**src/rtl/pcileech_tlps128_src_demux3_pkg.sv**
```systemverilog
// pcileech_tlp_pkg: TLP fmt/type codes, route and state enums, header classifier for the RX demux.
package pcileech_tlp_pkg;
    localparam logic [7:0] FT_CFGRD = 8'h04;
    localparam logic [7:0] FT_CFGWR = 8'h44;
    localparam logic [7:0] FT_MRD32 = 8'h00;
    localparam logic [7:0] FT_MRD64 = 8'h20;
    localparam logic [7:0] FT_MWR32 = 8'h40;
    localparam logic [7:0] FT_MWR64 = 8'h60;
    typedef enum logic [1:0] {RT_CFG, RT_BAR, RT_OTH, RT_DROP} route_t;
    typedef enum logic [1:0] {S_IDLE, S_PASS, S_DROP} demux_state_t;
    // Bit 0 of the type is the cfg type0/type1 select, so it is ignored for CFG matching.
    function automatic route_t classify(input logic [7:0] h);
        return (h[7:1] == FT_CFGRD[7:1] || h[7:1] == FT_CFGWR[7:1]) ? RT_CFG :
               (h == FT_MRD32 || h == FT_MRD64 || h == FT_MWR32 || h == FT_MWR64) ? RT_BAR : RT_OTH;
    endfunction
endpackage

```
**src/rtl/pcileech_tlps128_src_demux3_if.sv**
```systemverilog
// IfAXIS128: 128-bit TLP AXI-stream bundle with source/sink (alias master/slave) views.
interface IfAXIS128;
    logic [127:0] tdata;
    logic [3:0]   tkeepdw;
    logic [8:0]   tuser;
    logic         tlast;
    logic         tvalid;
    logic         tready;
    logic         has_data;
    modport source(output tdata, tkeepdw, tuser, tlast, tvalid, has_data, input tready);
    modport sink(input tdata, tkeepdw, tuser, tlast, tvalid, has_data, output tready);
    modport master(output tdata, tkeepdw, tuser, tlast, tvalid, has_data, input tready);
    modport slave(input tdata, tkeepdw, tuser, tlast, tvalid, has_data, output tready);
endinterface

```
**src/rtl/pcileech_tlps128_src_demux3_out_reg.sv**
```systemverilog
// pcileech_tlps128_out_reg: one-entry AXIS pipe register; load and unload in one cycle replaces the entry.
module pcileech_tlps128_out_reg (
    input  logic          clk,
    input  logic          rst,
    input  logic          load,
    input  logic [127:0]  tdata,
    input  logic [3:0]    tkeepdw,
    input  logic [8:0]    tuser,
    input  logic          tlast,
    IfAXIS128.source      m
);
    logic         valid_q, valid_d, last_q, last_d;
    logic [8:0]   user_q, user_d;
    logic [3:0]   keep_q, keep_d;
    logic [127:0] data_q, data_d;
    always_comb begin
        valid_d = load || (valid_q && !m.tready);
        data_d  = load ? tdata : data_q;
        keep_d  = load ? tkeepdw : keep_q;
        user_d  = load ? tuser : user_q;
        last_d  = load ? tlast : last_q;
    end
    always_ff @(posedge clk) begin
        if (rst) begin
            valid_q <= 1'b0;
            user_q  <= '0;
            last_q  <= 1'b0;
        end else begin
            valid_q <= valid_d;
            user_q  <= user_d;
            last_q  <= last_d;
        end
        data_q <= data_d;
        keep_q <= keep_d;
    end
    assign m.tvalid   = valid_q;
    assign m.has_data = valid_q;
    assign m.tdata    = data_q;
    assign m.tkeepdw  = keep_q;
    assign m.tuser    = user_q;
    assign m.tlast    = last_q;
endmodule

```
**src/rtl/pcileech_tlps128_src_demux3.sv**
```systemverilog
// pcileech_tlps128_src_demux3: steers whole RX TLPs to cfg / bar / other sinks by header class.
module pcileech_tlps128_src_demux3 import pcileech_tlp_pkg::*; #(
    parameter int CNT_W = 16
) (
    input  logic             clk_pcie,
    input  logic             rst,
    IfAXIS128.sink           tlps_in,
    IfAXIS128.source         tlps_cfg,
    IfAXIS128.source         tlps_bar,
    IfAXIS128.source         tlps_oth,
    input  logic [2:0]       route_en,
    output logic [CNT_W-1:0] pkt_cnt_cfg,
    output logic [CNT_W-1:0] pkt_cnt_bar,
    output logic [CNT_W-1:0] pkt_cnt_oth,
    output logic [CNT_W-1:0] drop_cnt
);
    demux_state_t     state_q, state_d;
    route_t           route_q, route_d, cls, route;
    logic [3:0]       out_valid, out_ready;
    logic [2:0]       load;
    logic             acc, fin;
    logic [CNT_W-1:0] cnt_q [3];
    logic [CNT_W-1:0] cnt_d [3];
    logic [CNT_W-1:0] drop_q, drop_d;
    // Slot 3 is the drop sink: never full, always ready.
    assign out_valid = {1'b0, tlps_oth.tvalid, tlps_bar.tvalid, tlps_cfg.tvalid};
    assign out_ready = {1'b1, tlps_oth.tready, tlps_bar.tready, tlps_cfg.tready};
    always_comb begin
        cls   = classify(tlps_in.tdata[31:24]);
        route = (state_q != S_DROP && tlps_in.tuser[0]) ? (route_en[cls] ? cls : RT_DROP) :
                (state_q == S_PASS) ? route_q : RT_DROP;
        tlps_in.tready = !rst && (!out_valid[route] || out_ready[route]);
        acc     = tlps_in.tvalid && tlps_in.tready;
        fin     = acc && tlps_in.tlast;
        load    = {3{acc}} & 3'(4'b0001 << route);
        state_d = !acc ? state_q : tlps_in.tlast ? S_IDLE : (route == RT_DROP) ? S_DROP : S_PASS;
        route_d = acc ? route : route_q;
        for (int i = 0; i < 3; i++) cnt_d[i] = cnt_q[i] + CNT_W'(load[i] && tlps_in.tlast);
        drop_d  = drop_q + CNT_W'(fin && route == RT_DROP && !(&drop_q));
    end
    always_ff @(posedge clk_pcie) begin
        if (rst) begin
            state_q <= S_IDLE;
            route_q <= RT_DROP;
            cnt_q   <= '{default: '0};
            drop_q  <= '0;
        end else begin
            state_q <= state_d;
            route_q <= route_d;
            cnt_q   <= cnt_d;
            drop_q  <= drop_d;
        end
    end
    pcileech_tlps128_out_reg u_cfg (.clk(clk_pcie), .rst(rst), .load(load[0]), .tdata(tlps_in.tdata),
        .tkeepdw(tlps_in.tkeepdw), .tuser(tlps_in.tuser), .tlast(tlps_in.tlast), .m(tlps_cfg));
    pcileech_tlps128_out_reg u_bar (.clk(clk_pcie), .rst(rst), .load(load[1]), .tdata(tlps_in.tdata),
        .tkeepdw(tlps_in.tkeepdw), .tuser(tlps_in.tuser), .tlast(tlps_in.tlast), .m(tlps_bar));
    pcileech_tlps128_out_reg u_oth (.clk(clk_pcie), .rst(rst), .load(load[2]), .tdata(tlps_in.tdata),
        .tkeepdw(tlps_in.tkeepdw), .tuser(tlps_in.tuser), .tlast(tlps_in.tlast), .m(tlps_oth));
    assign pkt_cnt_cfg = cnt_q[0];
    assign pkt_cnt_bar = cnt_q[1];
    assign pkt_cnt_oth = cnt_q[2];
    assign drop_cnt    = drop_q;
endmodule

```
**src/flat_wrapper.sv**
```systemverilog
// flat-port wrapper written by rule: the top's interface ports become plain ports
module pcileech_tlps128_src_demux3_flat import pcileech_tlp_pkg::*;
#(
    parameter int CNT_W = 16
)
  (clk_pcie, rst, route_en, pkt_cnt_cfg, pkt_cnt_bar, pkt_cnt_oth, drop_cnt, tlps_in_tdata, tlps_in_tkeepdw, tlps_in_tuser, tlps_in_tlast, tlps_in_tvalid, tlps_in_has_data, tlps_in_tready, tlps_cfg_tdata, tlps_cfg_tkeepdw, tlps_cfg_tuser, tlps_cfg_tlast, tlps_cfg_tvalid, tlps_cfg_has_data, tlps_cfg_tready, tlps_bar_tdata, tlps_bar_tkeepdw, tlps_bar_tuser, tlps_bar_tlast, tlps_bar_tvalid, tlps_bar_has_data, tlps_bar_tready, tlps_oth_tdata, tlps_oth_tkeepdw, tlps_oth_tuser, tlps_oth_tlast, tlps_oth_tvalid, tlps_oth_has_data, tlps_oth_tready);
  IfAXIS128 tlps_in_i ();
  IfAXIS128 tlps_cfg_i ();
  IfAXIS128 tlps_bar_i ();
  IfAXIS128 tlps_oth_i ();
  input  logic clk_pcie;
  input  logic rst;
  input  logic [2:0] route_en;
  output logic [CNT_W-1:0] pkt_cnt_cfg;
  output logic [CNT_W-1:0] pkt_cnt_bar;
  output logic [CNT_W-1:0] pkt_cnt_oth;
  output logic [CNT_W-1:0] drop_cnt;
  input wire logic [$bits(tlps_in_i.tdata)-1:0] tlps_in_tdata;
  input wire logic [$bits(tlps_in_i.tkeepdw)-1:0] tlps_in_tkeepdw;
  input wire logic [$bits(tlps_in_i.tuser)-1:0] tlps_in_tuser;
  input wire logic [$bits(tlps_in_i.tlast)-1:0] tlps_in_tlast;
  input wire logic [$bits(tlps_in_i.tvalid)-1:0] tlps_in_tvalid;
  input wire logic [$bits(tlps_in_i.has_data)-1:0] tlps_in_has_data;
  output wire logic [$bits(tlps_in_i.tready)-1:0] tlps_in_tready;
  output wire logic [$bits(tlps_cfg_i.tdata)-1:0] tlps_cfg_tdata;
  output wire logic [$bits(tlps_cfg_i.tkeepdw)-1:0] tlps_cfg_tkeepdw;
  output wire logic [$bits(tlps_cfg_i.tuser)-1:0] tlps_cfg_tuser;
  output wire logic [$bits(tlps_cfg_i.tlast)-1:0] tlps_cfg_tlast;
  output wire logic [$bits(tlps_cfg_i.tvalid)-1:0] tlps_cfg_tvalid;
  output wire logic [$bits(tlps_cfg_i.has_data)-1:0] tlps_cfg_has_data;
  input wire logic [$bits(tlps_cfg_i.tready)-1:0] tlps_cfg_tready;
  output wire logic [$bits(tlps_bar_i.tdata)-1:0] tlps_bar_tdata;
  output wire logic [$bits(tlps_bar_i.tkeepdw)-1:0] tlps_bar_tkeepdw;
  output wire logic [$bits(tlps_bar_i.tuser)-1:0] tlps_bar_tuser;
  output wire logic [$bits(tlps_bar_i.tlast)-1:0] tlps_bar_tlast;
  output wire logic [$bits(tlps_bar_i.tvalid)-1:0] tlps_bar_tvalid;
  output wire logic [$bits(tlps_bar_i.has_data)-1:0] tlps_bar_has_data;
  input wire logic [$bits(tlps_bar_i.tready)-1:0] tlps_bar_tready;
  output wire logic [$bits(tlps_oth_i.tdata)-1:0] tlps_oth_tdata;
  output wire logic [$bits(tlps_oth_i.tkeepdw)-1:0] tlps_oth_tkeepdw;
  output wire logic [$bits(tlps_oth_i.tuser)-1:0] tlps_oth_tuser;
  output wire logic [$bits(tlps_oth_i.tlast)-1:0] tlps_oth_tlast;
  output wire logic [$bits(tlps_oth_i.tvalid)-1:0] tlps_oth_tvalid;
  output wire logic [$bits(tlps_oth_i.has_data)-1:0] tlps_oth_has_data;
  input wire logic [$bits(tlps_oth_i.tready)-1:0] tlps_oth_tready;
  assign tlps_in_i.tdata = tlps_in_tdata;
  assign tlps_in_i.tkeepdw = tlps_in_tkeepdw;
  assign tlps_in_i.tuser = tlps_in_tuser;
  assign tlps_in_i.tlast = tlps_in_tlast;
  assign tlps_in_i.tvalid = tlps_in_tvalid;
  assign tlps_in_i.has_data = tlps_in_has_data;
  assign tlps_in_tready = tlps_in_i.tready;
  assign tlps_cfg_tdata = tlps_cfg_i.tdata;
  assign tlps_cfg_tkeepdw = tlps_cfg_i.tkeepdw;
  assign tlps_cfg_tuser = tlps_cfg_i.tuser;
  assign tlps_cfg_tlast = tlps_cfg_i.tlast;
  assign tlps_cfg_tvalid = tlps_cfg_i.tvalid;
  assign tlps_cfg_has_data = tlps_cfg_i.has_data;
  assign tlps_cfg_i.tready = tlps_cfg_tready;
  assign tlps_bar_tdata = tlps_bar_i.tdata;
  assign tlps_bar_tkeepdw = tlps_bar_i.tkeepdw;
  assign tlps_bar_tuser = tlps_bar_i.tuser;
  assign tlps_bar_tlast = tlps_bar_i.tlast;
  assign tlps_bar_tvalid = tlps_bar_i.tvalid;
  assign tlps_bar_has_data = tlps_bar_i.has_data;
  assign tlps_bar_i.tready = tlps_bar_tready;
  assign tlps_oth_tdata = tlps_oth_i.tdata;
  assign tlps_oth_tkeepdw = tlps_oth_i.tkeepdw;
  assign tlps_oth_tuser = tlps_oth_i.tuser;
  assign tlps_oth_tlast = tlps_oth_i.tlast;
  assign tlps_oth_tvalid = tlps_oth_i.tvalid;
  assign tlps_oth_has_data = tlps_oth_i.has_data;
  assign tlps_oth_i.tready = tlps_oth_tready;
  pcileech_tlps128_src_demux3 #(.CNT_W(CNT_W)) u_core (.clk_pcie(clk_pcie), .rst(rst), .tlps_in(tlps_in_i), .tlps_cfg(tlps_cfg_i), .tlps_bar(tlps_bar_i), .tlps_oth(tlps_oth_i), .route_en(route_en), .pkt_cnt_cfg(pkt_cnt_cfg), .pkt_cnt_bar(pkt_cnt_bar), .pkt_cnt_oth(pkt_cnt_oth), .drop_cnt(drop_cnt));
endmodule
```
**config.mk**
```make
export PLATFORM = sky130hd
export DESIGN_NAME = pcileech_tlps128_src_demux3_flat
export DESIGN_NICKNAME = d
export VERILOG_FILES = /design/src/rtl/pcileech_tlps128_src_demux3_pkg.sv /design/src/rtl/pcileech_tlps128_src_demux3_if.sv /design/src/rtl/pcileech_tlps128_src_demux3_out_reg.sv /design/src/rtl/pcileech_tlps128_src_demux3.sv /design/src/flat_wrapper.sv
export SDC_FILE = /design/constraint.sdc
export NUM_CORES = 1
export LEC_CHECK = 0
export CAP_MARGIN = 5
export CORE_AREA = 2 2 250 252
export CTS_CLUSTER_SIZE = 28
export DETAILED_ROUTE_END_ITERATION = 7
export DIE_AREA = 0 0 252 254
export HOLD_SLACK_MARGIN = 0.03
export SLEW_MARGIN = 20
export SYNTH_ARGS = -nofsm -noshare
export SYNTH_HDL_FRONTEND = slang
export SYNTH_SLANG_ARGS = --single-unit
```
**constraint.sdc**
```tcl
create_clock -name clk_pcie -period 7.8 [get_ports clk_pcie]
set_input_delay 1.56 -clock clk_pcie [delete_from_list [all_inputs] [get_ports clk_pcie]]
set_output_delay 1.56 -clock clk_pcie [all_outputs]
set_load 0.05 [all_outputs]
```
==> results by group, run 1 <==
Pwr
  – Cell Pwr Density: 228.5 nW/µm²
  – Pleak: between 8 and 9 nW
  – Maximum vdd drop: ~0.15 mV

Yosys
  – Library cells used by synthesis: between 40 and 50
  – Synth Register Bits: 497
  – Ys Warns: 0
  – Syn Nets: roughly 1000
  – Top cells by area, synth: edfxtp_1 (74%), dfxtp_1 (13%), xor2_1 (2.2%)
  – Post-synth top area cell: edfxtp_1
  – Top-area cell type share of the netlist area: 73.74%
  – Post-Syn Area: 16130 µm²
  – Sequential fraction of the synthesis area: 86.28%
  – Mapped Cells: about 850
  – Synth Area per Inst: between 15 and 20 µm²

Global route
  – Largest net degree at the start of global routing: 143
  – Vias in the first global route: between 9000 and 10000
  – Initial antenna violation count: 3
  – GRT Total Usage: 15.79%
  – First-pass GRT wire length: 72.88 mm
  – GR Overflow Total: 0

Timing
  – FMAX: 0.1568 GHz
  – Tmin final: 6.378 ns
  – Final slew viol count: 0
  – Final number of hold-violating endpoints: 0
  – Setup TNS: 0 ns
  – Slew HR: 30.78%
  – Final period utilization: 81.77%
  – Worst slew pin tran: roughly 1.0 ns
  – Setup-failing EPs final: 0
  – RSZ-0062 raised after global routing: no
  – Clk_skew: ~0.012 ns

Routing
  – Routed via count: 9996
  – Avg WL per Cell: 22.54 µm
  – DR iter-0 viols: 504
  – Uppermost layer routed: met5
  – WL met3: about 5.0 mm
  – DRT met1 WL: 19.12 mm
  – Via density: 4.220
  – # DRC: 0
  – DR WL met2: 27.42 mm
  – Post-Route WL: 53.41 mm
  – Drt first pass iters: 7
  – Antenna Violating Nets Remaining: 0

Finish
  – Sequential Area: between 10000 and 15000 µm²
  – Final net count: 1691
  – Layout cells sized above 1: 6.717%
  – Final Non-Filler Cells: 2369
  – Final Util: around two fifths
  – Fillers: about 5500
  – Commonest non-fill, non-tap cells in the layout: clkdlybuf4s50_1 (646), edfxtp_1 (396), dfxtp_1 (101), nor2_1 (88), clkbuf_16 (56)
  – Multi-input gate area: 2042 µm²
  – Area growth, synth to finish: 57.94%
  – Commonest non-fill, non-tap cell in the layout: clkdlybuf4s50_1

Die
  – Die width: 252 µm
  – # rows: 91
  – Core area: 61260 µm²
  – Die Y: 254 µm
  – Starting Density: 26.32%
  – IO Count: 649
  – Die area: 64010 µm²

Clock tree
  – Clock slew at reported path FFs: 0.05 ns
  – CTS root buf: clkbuf_16
  – CTS tree: built
  – Num CTS Buffers: 55
  – Post-CTS Setup Bufs: 0
  – Clk buf depth: 3
  – Clk_lat worst skew: 0.60 ns
  – Hold Buf Count CTS: 0
  – Number of clock sinks: 497
  – H-tree levels: 2
  – Cts repair resizes: 0

Placed design
  – GP Congestion: 0.8317
  – Hpwl dp: 39.26 mm
  – Port buffer count: 647
  – Placed Cells incl. Taps: 2263

Setup path
  – Critical path startpoint category: primary input
  – Type of element capturing the critical path: primary output
  – Worst EP arrival: 4.82 ns
  – Worst setup path category: primary input to primary output
  – Worst-path maximum fanout: 9
  – CP max stage delay: just under 0.9 ns
  – Slowest cell on the critical path: clkdlybuf4s50_1
  – Crit-path cells: clkdlybuf4s50_1 -> nor4_2 -> o21ai_1 -> nand4_1 -> o221a_1 -> mux2i_1 -> a21oi_1 -> clkdlybuf4s50_1
  – Most frequent CP cell: clkdlybuf4s50_1
  – Required @ worst endpoint: approximately 6.2 ns

Run
  – Max-cap violations: 0

Outcome
  – Outcome: finished, final reports clean

Min path
  – HP Class: register to register
[synth_stat cells, drive strengths merged]
| cell | instances |
|---|---|
| o21ai | 7 |
| xor2 | 41 |
| a21oi | 9 |
| o211ai | 2 |
| nor4 | 2 |
| and3 | 14 |
| and4 | 4 |
| ha | 8 |
| xnor2 | 11 |
| mux2i | 31 |
| nor2 | 88 |
| or3b | 1 |
| nor2b | 10 |
| nand2 | 23 |
| and2 | 4 |
| o22ai | 1 |
| nor3 | 4 |
| o31ai | 1 |
| o22a | 1 |
| a31o | 1 |
| o21a | 1 |
| nand3 | 19 |
| clkbuf | 18 |
| inv | 10 |
| buf | 8 |
| or3 | 7 |
| nand2b | 4 |
| o31a | 1 |
| a21boi | 1 |
| nand4 | 17 |
| o221a | 1 |
| edfxtp | 396 |
| dfxtp | 101 |
| nand4b | 1 |
[cell type report]
cell class / instances / share of cell area, %
Multi-Input combinational cell: 315 / 8.018
Clock inverter: 40 / 1.852
Sequential cell: 497 / 54.63
Antenna cell: 1 / 0.009826
Tap cell: 790 / 3.881
Timing Repair Buffer: 652 / 25.78
Clock buffer: 64 / 5.660
Inverter: 10 / 0.1670
[power by group]
part | switching [mW] | internal (mW)
clock | 1.10 | 1.60
sequential | 0.00555 | 2.88
combinational | 0.137 | 0.0989
[per-stage QoR]
step	worst slack (ns)	power (mW)	cell area (µm²)	hold WS, ns
floorplan	1.928	3.021	16130	0.4472
global placement	1.357	3.173	23530	0.4617
detailed placement	1.314	3.176	23530	0.4780
CTS	1.301	5.895	25440	0.4893
global route	1.142	6.003	25470	0.5103
finish	1.422	5.820	25470	0.4869
[per-layer routing]
| metal | up-vias | track usage, % |
|---|---|---|
| li1 | 4520 | - |
| met1 | 4936 | 17.15 |
| met2 | 452 | 28.01 |
| met3 | 86 | 5.982 |
| met4 | 2 | 5.680 |
| met5 | - | 0 |
[critical path, delay by kind of cell]
kind	cells	cell delay, ns
and+or+nand+nor	2	0.60
muxes	1	0.22
AOI/OAI and AO/OA	3	0.96
buffers and inverters	2	1.47
[worst paths after layout]
kind	start	to	slack [ns]	cells after the start
max	tlps_in_tdata[31]	tlps_in_tready	1.42	8
min	u_core.u_bar.m.tuser[4]$_SDFFE_PP0N_	u_core.u_bar.m.tuser[4]$_SDFFE_PP0N_	0.49	2
max reg2reg	u_core.state_q[0]$_SDFFE_PP0N_	u_core.pkt_cnt_bar[15]$_SDFF_PP0_	4.44	11
min reg2reg	u_core.u_bar.m.tuser[4]$_SDFFE_PP0N_	u_core.u_bar.m.tuser[4]$_SDFFE_PP0N_	0.49	2
[sequential cells by signal, indices dropped and copies added (netlist names), 2 cells and up]
name	flops
u_core.u_cfg.m.tuser	9
u_core.u_oth.m.tuser	9
u_core.drop_cnt	16
u_core.pkt_cnt_oth	16
u_core.u_bar.m.tdata	128
u_core.u_oth.m.tkeepdw	4
u_core.u_oth.m.tdata	128
u_core.state_q	2
u_core.u_bar.m.tuser	9
u_core.pkt_cnt_bar	16
u_core.pkt_cnt_cfg	16
u_core.u_cfg.m.tdata	128
u_core.u_cfg.m.tkeepdw	4
u_core.u_bar.m.tkeepdw	4
u_core.route_q	2
[cells by family (layout without fill, tap and decap cells)]
logic type               Yosys count  after routing  share of synthesized area, %
other                              0              1                             0
buffers and inverters             36            766                         1.071
flip-flops                       497            497                         86.28
AND/OR/NAND/NOR                  198            198                         6.122
XOR/XNOR                          52             52                         2.824
multiplexers                      31             31                         1.924
AO/OA/AOI/OAI                     26             26                         1.156
adder cells (fa/ha/maj)            8              8                        0.6208
Power figures use the tool's default switching activity.
==> run 2, diff against run 1 <==
==> constraint.sdc (replaced) <==
create_clock -name clk_pcie -period 6.6 [get_ports clk_pcie]
set_input_delay 1.32 -clock clk_pcie [delete_from_list [all_inputs] [get_ports clk_pcie]]
set_output_delay 1.32 -clock clk_pcie [all_outputs]
set_load 0.05 [all_outputs]
==> run 2 against run 1 <==
Compared with the run above: final cell count is essentially flat; clock-buffer cell count shrank 1; first-iteration DRC count shrank 6.3%; total power grew 14%; flip-flop and latch count is the same; sequential share of layout area grew 0.37 points; via count grew 0.20%; critical endpoint unchanged; largest power group unchanged.
==> results by group, run 2 (synthesized netlist as in run 1, its figures left out) <==
Global route
  – Initial antenna violation count: 5 (+2)
  – Largest net degree at the start of global routing: 143 (unchanged)
  – GRT Total Usage: 15.79% (unchanged)
  – Vias in the first global route: 10090 (+1.7%)
  – First-pass GRT wire length: 72.86 mm (about the same)
  – GR Overflow Total: 0 (unchanged)

Run
  – Max-cap violations: 0 (unchanged)

Setup path
  – Cell depth of the worst flop-to-flop path: 13 (+2)
  – Most frequent CP cell: clkdlybuf4s50_1
  – Worst EP arrival: 4.57 ns (-0.25 ns)
  – Required @ worst endpoint: 5.28 ns (-0.96 ns)
  – CP max stage delay: 0.75 ns (-0.12 ns)
  – Crit path max-delay family: buffers and inverters
  – Worst setup path category: primary input to primary output
  – Slowest cell on the critical path: clkdlybuf4s50_1
  – Worst-path maximum fanout: 9 (unchanged)
  – WP buf/inv: 2 (unchanged)
  – Type of element capturing the critical path: primary output
  – Critical path startpoint category: primary input
  – Crit-path cells: clkdlybuf4s50_1 -> nor4_2 -> o21ai_1 -> nand4_1 -> o221a_1 -> mux2i_1 -> a21oi_1 -> clkdlybuf4s50_1
  – CP Depth: 8 (unchanged)

Placed design
  – GP Congestion: 0.8450 (+1.6%)
  – Port buffer count: 647 (unchanged)
  – Hpwl dp: 39.58 mm (+0.83%)
  – Worst Setup Slack post-DPL: 0.6695 ns (-0.6444 ns)

Timing
  – Final number of hold-violating endpoints: 0 (unchanged)
  – Final period utilization: 89.20%
  – RSZ-0062 raised after global routing: no
  – Final slew viol count: 0 (unchanged)
  – Setup TNS: 0 ns (unchanged)
  – Slew HR: 21.48% (-9.3 points)
  – Setup-failing EPs final: 0 (unchanged)
  – Tmin final: about 5.9 ns
  – Worst slew pin tran: 1.178 ns (+0.1396 ns)
  – FMAX: 0.1699 GHz
  – Post-route setup slack: 0.7127 ns (-0.7095 ns)
  – Clk_skew: 0.02920 ns (+0.01693 ns)

Clock tree
  – Clk buf depth: 3 (unchanged)
  – Clock slew at reported path FFs: 0.06 ns (about the same)
  – Number of clock sinks: 497 (unchanged)
  – H-tree levels: 2 (unchanged)
  – CTS root buf: clkbuf_16
  – Clk_lat worst skew: 0.61 ns (about the same)
  – Num CTS Buffers: 55 (unchanged)
  – Post-CTS Setup Bufs: 0 (unchanged)
  – Hold Buf Count CTS: 0 (unchanged)
  – Cts repair resizes: 0 (unchanged)
  – CTS tree: built

Pwr
  – Cell Pwr Density: 262.9 nW/µm² (+15%)
  – Net Sw Power: 1.444 mW (+16%)
  – Power share of the clock group: 44.6% (-1.8 points)
  – Sw frac: 21.71% (+0.40 points)
  – Cell internal pwr: 5.208 mW (+14%)
  – Maximum vdd drop: 0.1865 mV (+22%)
  – Sequential Power Share: 51.2% (+1.7 points)
  – Pleak: 8.581 nW (-0.47%)
  – Power share of the combinational group: 4.2% (+0.2 points)

Min path
  – Hold Path Depth: 2 (unchanged)
  – HP Class: register to register

Finish
  – Commonest non-fill, non-tap cells in the layout: clkdlybuf4s50_1 (646), edfxtp_1 (396), dfxtp_1 (101), nor2_1 (88), clkbuf_16 (55)
  – Fillers: 5517 (+0.16%)
  – Sequential Area: 13910 µm² (unchanged)
  – Area growth, synth to finish: 56.88%
  – Final net count: 1694 (+0.18%)
  – Commonest non-fill, non-tap cell in the layout: clkdlybuf4s50_1
  – Layout cells sized above 1: 6.274% (-0.44 points)
  – Multi-input gate area: 2042 µm² (unchanged)

Routing
  – Antenna Violating Nets Remaining: 0 (unchanged)
  – Post-Route WL: 53.55 mm (+0.27%)
  – Via density: 4.224 (+0.12%)
  – DR iter-0 viols: 472 (-6.3%)
  – Avg WL per Cell: 22.59 µm (+0.19%)
  – # DRC: 0 (unchanged)
  – Routed via count: 10020 (+0.20%)
  – Drt first pass iters: 4 (-3)

Outcome
  – Outcome: finished, final reports clean

Die
  – Die area: 64010 µm² (unchanged)
  – Core area: 61260 µm² (unchanged)
  – Starting Density: 26.32% (unchanged)
  – Die Y: 254 µm (unchanged)
  – IO Count: 649 (unchanged)
  – Die width: 252 µm (unchanged)
  – # rows: 91 (unchanged)
==> run 2: cell count changes in the layout (fill, tap and decap cells not counted), sizes merged <==
cell	before	now
buf	6	9
inv	14	11
clkbuf	64	63
clkinv	19	33
diode	1	3
bufinv	8	4
clkinvlp	9	0
==> run 2: worst paths after layout <==
| check | end | startpoint | slack (ns) |
|---|---|---|---|
| setup / recovery | tlps_in_tready | tlps_in_tdata[31] | 0.71 |
| hold / removal | u_core.u_oth.m.tuser[6]$_SDFFE_PP0N_ | u_core.u_oth.m.tuser[6]$_SDFFE_PP0N_ | 0.49 |
| setup reg to reg | u_core.drop_cnt[14]$_SDFF_PP0_ | u_core.state_q[0]$_SDFFE_PP0N_ | 3.30 |
| hold reg to reg | u_core.u_oth.m.tuser[6]$_SDFFE_PP0N_ | u_core.u_oth.m.tuser[6]$_SDFFE_PP0N_ | 0.49 |
==> run 2: per-stage QoR <==
step / util, % / std cells / power (mW) / cell area, µm² / hold slack (ns)
2_1_floorplan: - / 848 / 3.570 / 16130 / 0.4472
3_3_place_gp: 38.43 / 2267 / 3.750 / 23540 / 0.4640
3_5_place_dp: 38.43 / 2267 / 3.753 / 23540 / 0.4771
4_1_cts: 41.29 / 2368 / 6.735 / 25290 / 0.4883
5_1_grt: 41.30 / 2371 / 6.858 / 25300 / 0.5283
6_report: 41.30 / 2371 / 6.652 / 25300 / 0.4901
==> run 2: cell type report <==
class / instances / share of cell area [%]
diodes: 3 / 0.02968
inverters: 10 / 0.1682
flip-flops and latches: 497 / 55.00
clock inverters: 38 / 1.350
clock buffers: 63 / 5.559
multi-input cells: 315 / 8.072
well taps: 790 / 3.907
repair buffers: 655 / 25.92
==> run 2: worst min-delay path, cell delays in order, from the launching register on <==
cell and delay, ns:
dfxtp_1 0.32, mux2i_1 0.06, nor2_1 0.07
==> run 2: power by group through the flow <==
stage                     Sequential, mW  Clock (mW)  Combinational, mW
after CTS                           3.41        3.05              0.282
after floorplan                     3.54           0             0.0332
final                               3.41        2.97              0.278
after global routing                3.41        3.16              0.291
after detailed placement            3.47           0              0.280
after global placement              3.47           0              0.277
==> run 2: layer usage <==
| layer | up-vias | wire length, µm | track usage (%) |
|---|---|---|---|
| met3 | 95 | 4884 | 5.490 |
| met1 | 4928 | 19580 | 17.40 |
| li1 | 4530 | - | - |
| met5 | - | 13 | 0 |
| met2 | 461 | 27300 | 27.98 |
| met4 | 2 | 1766 | 5.934 |
==> variant 1 (flow settings as in run 1) <==
Register the output `pkt_cnt_bar`; this adds one clock of latency there. The other outputs are not delayed to match.
--- a/src/rtl/pcileech_tlps128_src_demux3.sv
+++ b/src/rtl/pcileech_tlps128_src_demux3.sv
@@ -58,7 +58,9 @@
     pcileech_tlps128_out_reg u_oth (.clk(clk_pcie), .rst(rst), .load(load[2]), .tdata(tlps_in.tdata),
         .tkeepdw(tlps_in.tkeepdw), .tuser(tlps_in.tuser), .tlast(tlps_in.tlast), .m(tlps_oth));
     assign pkt_cnt_cfg = cnt_q[0];
-    assign pkt_cnt_bar = cnt_q[1];
+    always_ff @(posedge clk_pcie) begin
+        pkt_cnt_bar <= cnt_q[1];
+    end
     assign pkt_cnt_oth = cnt_q[2];
     assign drop_cnt    = drop_q;
 endmodule
Behaviour: not the same (Yosys sat finds a counterexample within 4 cycles, from zero or initial values and one cycle with rst high).
==> variant 1 against run 1 <==
Register-to-register slack got worse by 0.08 ns; setup slack better by 0.078 ns; first-iteration DRC count up 25%; cell area is 0.55% higher; sequential share of layout area grew 0.95 points; critical path depth did not move; hold slack lost 0.13 ns; sequential cell count grew 16; synthesized cell count is 5.7% higher; area after synthesis grew 3.5%; power fell by 1.9%; count of clock-buffer cells in the layout rose by 3; routed wire length grew 0.25%; final cell count increased by 0.59%.
==> variant 1: results (changes against run 1) <==
Setup path
  • Worst EP arrival: 4.74 ns (-0.08 ns)
  • Length in cells of the worst reg-to-reg path: 13 (+2)
  • FF-to-FF setup slack: 4.36 ns (-0.08 ns)

Drt
  • Uppermost layer routed: met4
  • Met3 wire len: 4.706 mm (-6.6%)
  • Met1 WL: 19.65 mm (+2.8%)

Place
  • Post-DP HPWL: 39.49 mm (+0.60%)
  • Placed inst area: 23850 sq um (+1.4%)
  • Dpl ws: 1.394 ns (+0.07964 ns)
  • # placed instances: 2279 (+0.71%)
  • GPL Wtd Cong: 0.8506 (+2.3%)

Global route
  • Antenna violations before repair: 4 (+1)
  • Grt met3 use: 0.05316 (-0.006658)
  • First-pass GRT wire length: 73.57 mm (+0.96%)

Final layout
  • Final nets: 1707 (+0.95%)
  • Post-Layout Inst Area: 25610 sq um (+0.55%)
  • Filler cells: 5478 (-0.54%)
  • Layout cells sized above 1: 0.06230 (-0.004870)

Min path
  • Hold path cells: 0 (-2)
  • Hold Crit Start: u_core.cnt_q[16]

Timing
  • Worst Skew: 0.01743 ns (+0.005158 ns)
  • Slew headroom: 0.1861 (-0.1217)
  • Post-layout min period: 6.299 ns (-0.07831 ns)

Logic synthesis
  • Post-Synth XOR/XNOR Area: 0.02729 (-0.0009488)
  • Compound-cell area share of the yosys netlist: 0.01117 (-0.0003884)
  • Mux cell area share after synthesis: 0.01860 (-0.0006464)

Pwr
  • Sequential power: 2960 uW (+3%)
  • Psw: 1229 uW (-0.92%)
  • Cell internal pwr: 4478 uW (-2.2%)
  • Peak supply drop: 0.0001601 V (+4.7%)
  • Leakage: 0.008689 uW (+0.79%)

Clocking
  • Cts bufs inserted: 56 (+1.8%)

Outcome
  • Status: complete, no violations
variant 1: final cells by class:
| cell class | count | share of cell area |
|---|---|---|
| antenna | 4 | 0.0003909 |
| clock buffer | 67 | 0.05751 |
| clock inverter | 33 | 0.01090 |
| inverter | 10 | 0.001661 |
| multi-input combinational | 315 | 0.07974 |
| sequential | 513 | 0.5558 |
| tap | 790 | 0.03860 |
| timing repair buffer | 651 | 0.2553 |
variant 1: worst max-delay path: stages:
cell	delay, ns
clkdlybuf4s50_1	0.58
nor4_2	0.42
o21ai_1	0.26
nand4_1	0.15
o221a_1	0.45
mux2i_1	0.43
a21oi_1	0.14
clkdlybuf4s50_1	0.73
variant 1: worst max-delay path by stage:
stage	endpoint	from
global placement	tlps_in_tready	tlps_in_tdata[31]
floorplan	u_core.u_cfg.m.tdata[0]	tlps_in_tdata[24]
detailed placement	tlps_in_tready	tlps_in_tdata[31]
CTS	tlps_in_tready	tlps_in_tdata[31]
finish	tlps_in_tready	tlps_in_tdata[31]
global route	tlps_in_tready	tlps_in_tdata[31]
==> variant 2 (config.mk and constraints of run 1) <==
Without the edit above. `CNT_W` is set to 16 in 2 places; all go to 20.
--- a/src/rtl/pcileech_tlps128_src_demux3.sv
+++ b/src/rtl/pcileech_tlps128_src_demux3.sv
@@ -1,6 +1,6 @@
 // pcileech_tlps128_src_demux3: steers whole RX TLPs to cfg / bar / other sinks by header class.
 module pcileech_tlps128_src_demux3 import pcileech_tlp_pkg::*; #(
-    parameter int CNT_W = 16
+    parameter int CNT_W = 20
 ) (
     input  logic             clk_pcie,
     input  logic             rst,
--- a/src/flat_wrapper.sv
+++ b/src/flat_wrapper.sv
@@ -1,7 +1,7 @@
 // flat-port wrapper written by rule: the top's interface ports become plain ports
 module pcileech_tlps128_src_demux3_flat import pcileech_tlp_pkg::*;
 #(
-    parameter int CNT_W = 16
+    parameter int CNT_W = 20
 )
   (clk_pcie, rst, route_en, pkt_cnt_cfg, pkt_cnt_bar, pkt_cnt_oth, drop_cnt, tlps_in_tdata, tlps_in_tkeepdw, tlps_in_tuser, tlps_in_tlast, tlps_in_tvalid, tlps_in_has_data, tlps_in_tready, tlps_cfg_tdata, tlps_cfg_tkeepdw, tlps_cfg_tuser, tlps_cfg_tlast, tlps_cfg_tvalid, tlps_cfg_has_data, tlps_cfg_tready, tlps_bar_tdata, tlps_bar_tkeepdw, tlps_bar_tuser, tlps_bar_tlast, tlps_bar_tvalid, tlps_bar_has_data, tlps_bar_tready, tlps_oth_tdata, tlps_oth_tkeepdw, tlps_oth_tuser, tlps_oth_tlast, tlps_oth_tvalid, tlps_oth_has_data, tlps_oth_tready);
   IfAXIS128 tlps_in_i ();
Interface: changed (resized drop_cnt, pkt_cnt_bar, pkt_cnt_cfg and pkt_cnt_oth); port bits go from 649 to 665. The function was not compared with the original's and may differ.
==> variant 2 against run 1 <==
Non-clock buffer count up 20; setup slack better by 0.14 ns; routed wire length up 6.4%; power down 1.8%; count of clock-buffer cells in the layout up 17; sequential cell count up 16; area after synthesis up 4.5%; synthesized cell count up 10%; global-route usage up 0.96 points; sequential power up 3%; via count up 8.3%; cell area up 2.8%.
==> variant 2: results (changes against run 1) <==
Final layout
  • Buffering overhead: 0.2560 (-0.001838)
  • Final nets: 1800 (+6.4%)
  • Non-clock buffers: 672 (+3.1%)
  • Sequential cell area share: 0.5437 (-0.002592)
  • Multi-input gate area in the final layout: 2481 sq um (+22%)
  • Clock-cell share of area: 0.06600 (-0.009113)
  • Clkbuf count: 81 (+27%)
  • Filler cells: 5459 (-0.89%)
  • Number of antenna diodes: 4 (+3)
  • Seq_cells: 513 (+3.2%)
  • #MultiIn Comb: 390 (+24%)
  • Fraction of area in multi-input gates: 0.09478 (+0.01460)

Timing
  • Worst-margin pin slew: 0.9935 ns (-0.04477 ns)
  • Worst setup margin: 1.559 ns (+0.1368 ns)
  • Final hold slack: 0.4662 ns (-0.02072 ns)
  • Worst Skew: 0.01953 ns (+0.007264 ns)

Logic synthesis
  • Adder-cell share of the synthesized area: 0.006682 (+0.0004747)
  • Sequential-to-total area share from yosys stat: 0.8446 (-0.01821)
  • Post-Synth XOR/XNOR Area: 0.03222 (+0.003979)
  • Syn_area_per_cell: 18.06 sq um (-5.0%)
  • Compound-cell area share of the yosys netlist: 0.01745 (+0.005886)
  • Yosys cell types: 48 (+17%)

Global route
  • Total track usage: 0.1674 (+0.009587)
  • Vias in the first global route: 10.64k (+7.3%)
  • M1 GR Usage: 0.1868 (+0.01531)
  • Grt met3 use: 0.06187 (+0.002049)
  • Largest net degree at the start of global routing: 77 (-46%)
  • Antenna violations before repair: 2 (-1)
  • First-pass GRT wire length: 77.51 mm (+6.4%)

Outcome
  • Status: complete, no violations

Drt
  • Detailed Route Iter0 Violations: 672 (+33%)
  • Met1 WL: 20.93 mm (+9.5%)
  • Final wirelength: 56.81 mm (+6.4%)
  • DR WL met2: 29.02 mm (+5.9%)

Pwr
  • Peak supply drop: 0.0001582 V (+3.4%)
  • Leakage: 0.008830 uW (+2.4%)

Setup path
  • FF-to-FF setup slack: 3.78 ns (-0.66 ns)
  • R2R Path End: u_core.u_bar.m.tdata[43]

Place
  • Dpl ws: 1.498 ns (+0.1840 ns)
  • Post-DP HPWL: 42.55 mm (+8.4%)
  • # placed instances: 2372 (+4.8%)
  • Input/output buffers: 663 (+2.5%)

Min path
  • Hold path endpoint: u_core.u_oth.m.tlast
  • Hold Crit Start: u_core.u_oth.m.tlast
variant 2: changes by cell type after synthesis, moves of 5 or more:
cell and change:
dfxtp_1 +16, nand3_1 +16, nor2_1 +11, nor3_1 +10
xnor2_1 +10, o21ai_0 +9, a21oi_1 +7, and4_1 +6
and3_1 -5
variant 2: worst max-delay path by stage:
stage | startpoint | endpoint | slack [ns] | depth (start not counted)
floorplan | tlps_in_tdata[25] | tlps_in_tready | 2.47 | 5
global placement | tlps_in_tdata[25] | u_core.u_bar.m.tdata[88] | 1.59 | 7
detailed placement | tlps_in_tdata[25] | u_core.u_bar.m.tdata[102] | 1.50 | 7
CTS | tlps_in_tdata[25] | tlps_in_tready | 1.61 | 7
global route | tlps_in_tdata[25] | tlps_in_tready | 1.46 | 7
finish | tlps_in_tdata[25] | tlps_in_tready | 1.56 | 7
variant 2: power by group:
part	internal [uW]	total, uW	switching, uW
clock	1440	2510	1070
combinational	98.3	239	141
sequential	2960	2960	5.57
total	4500	5720	1220
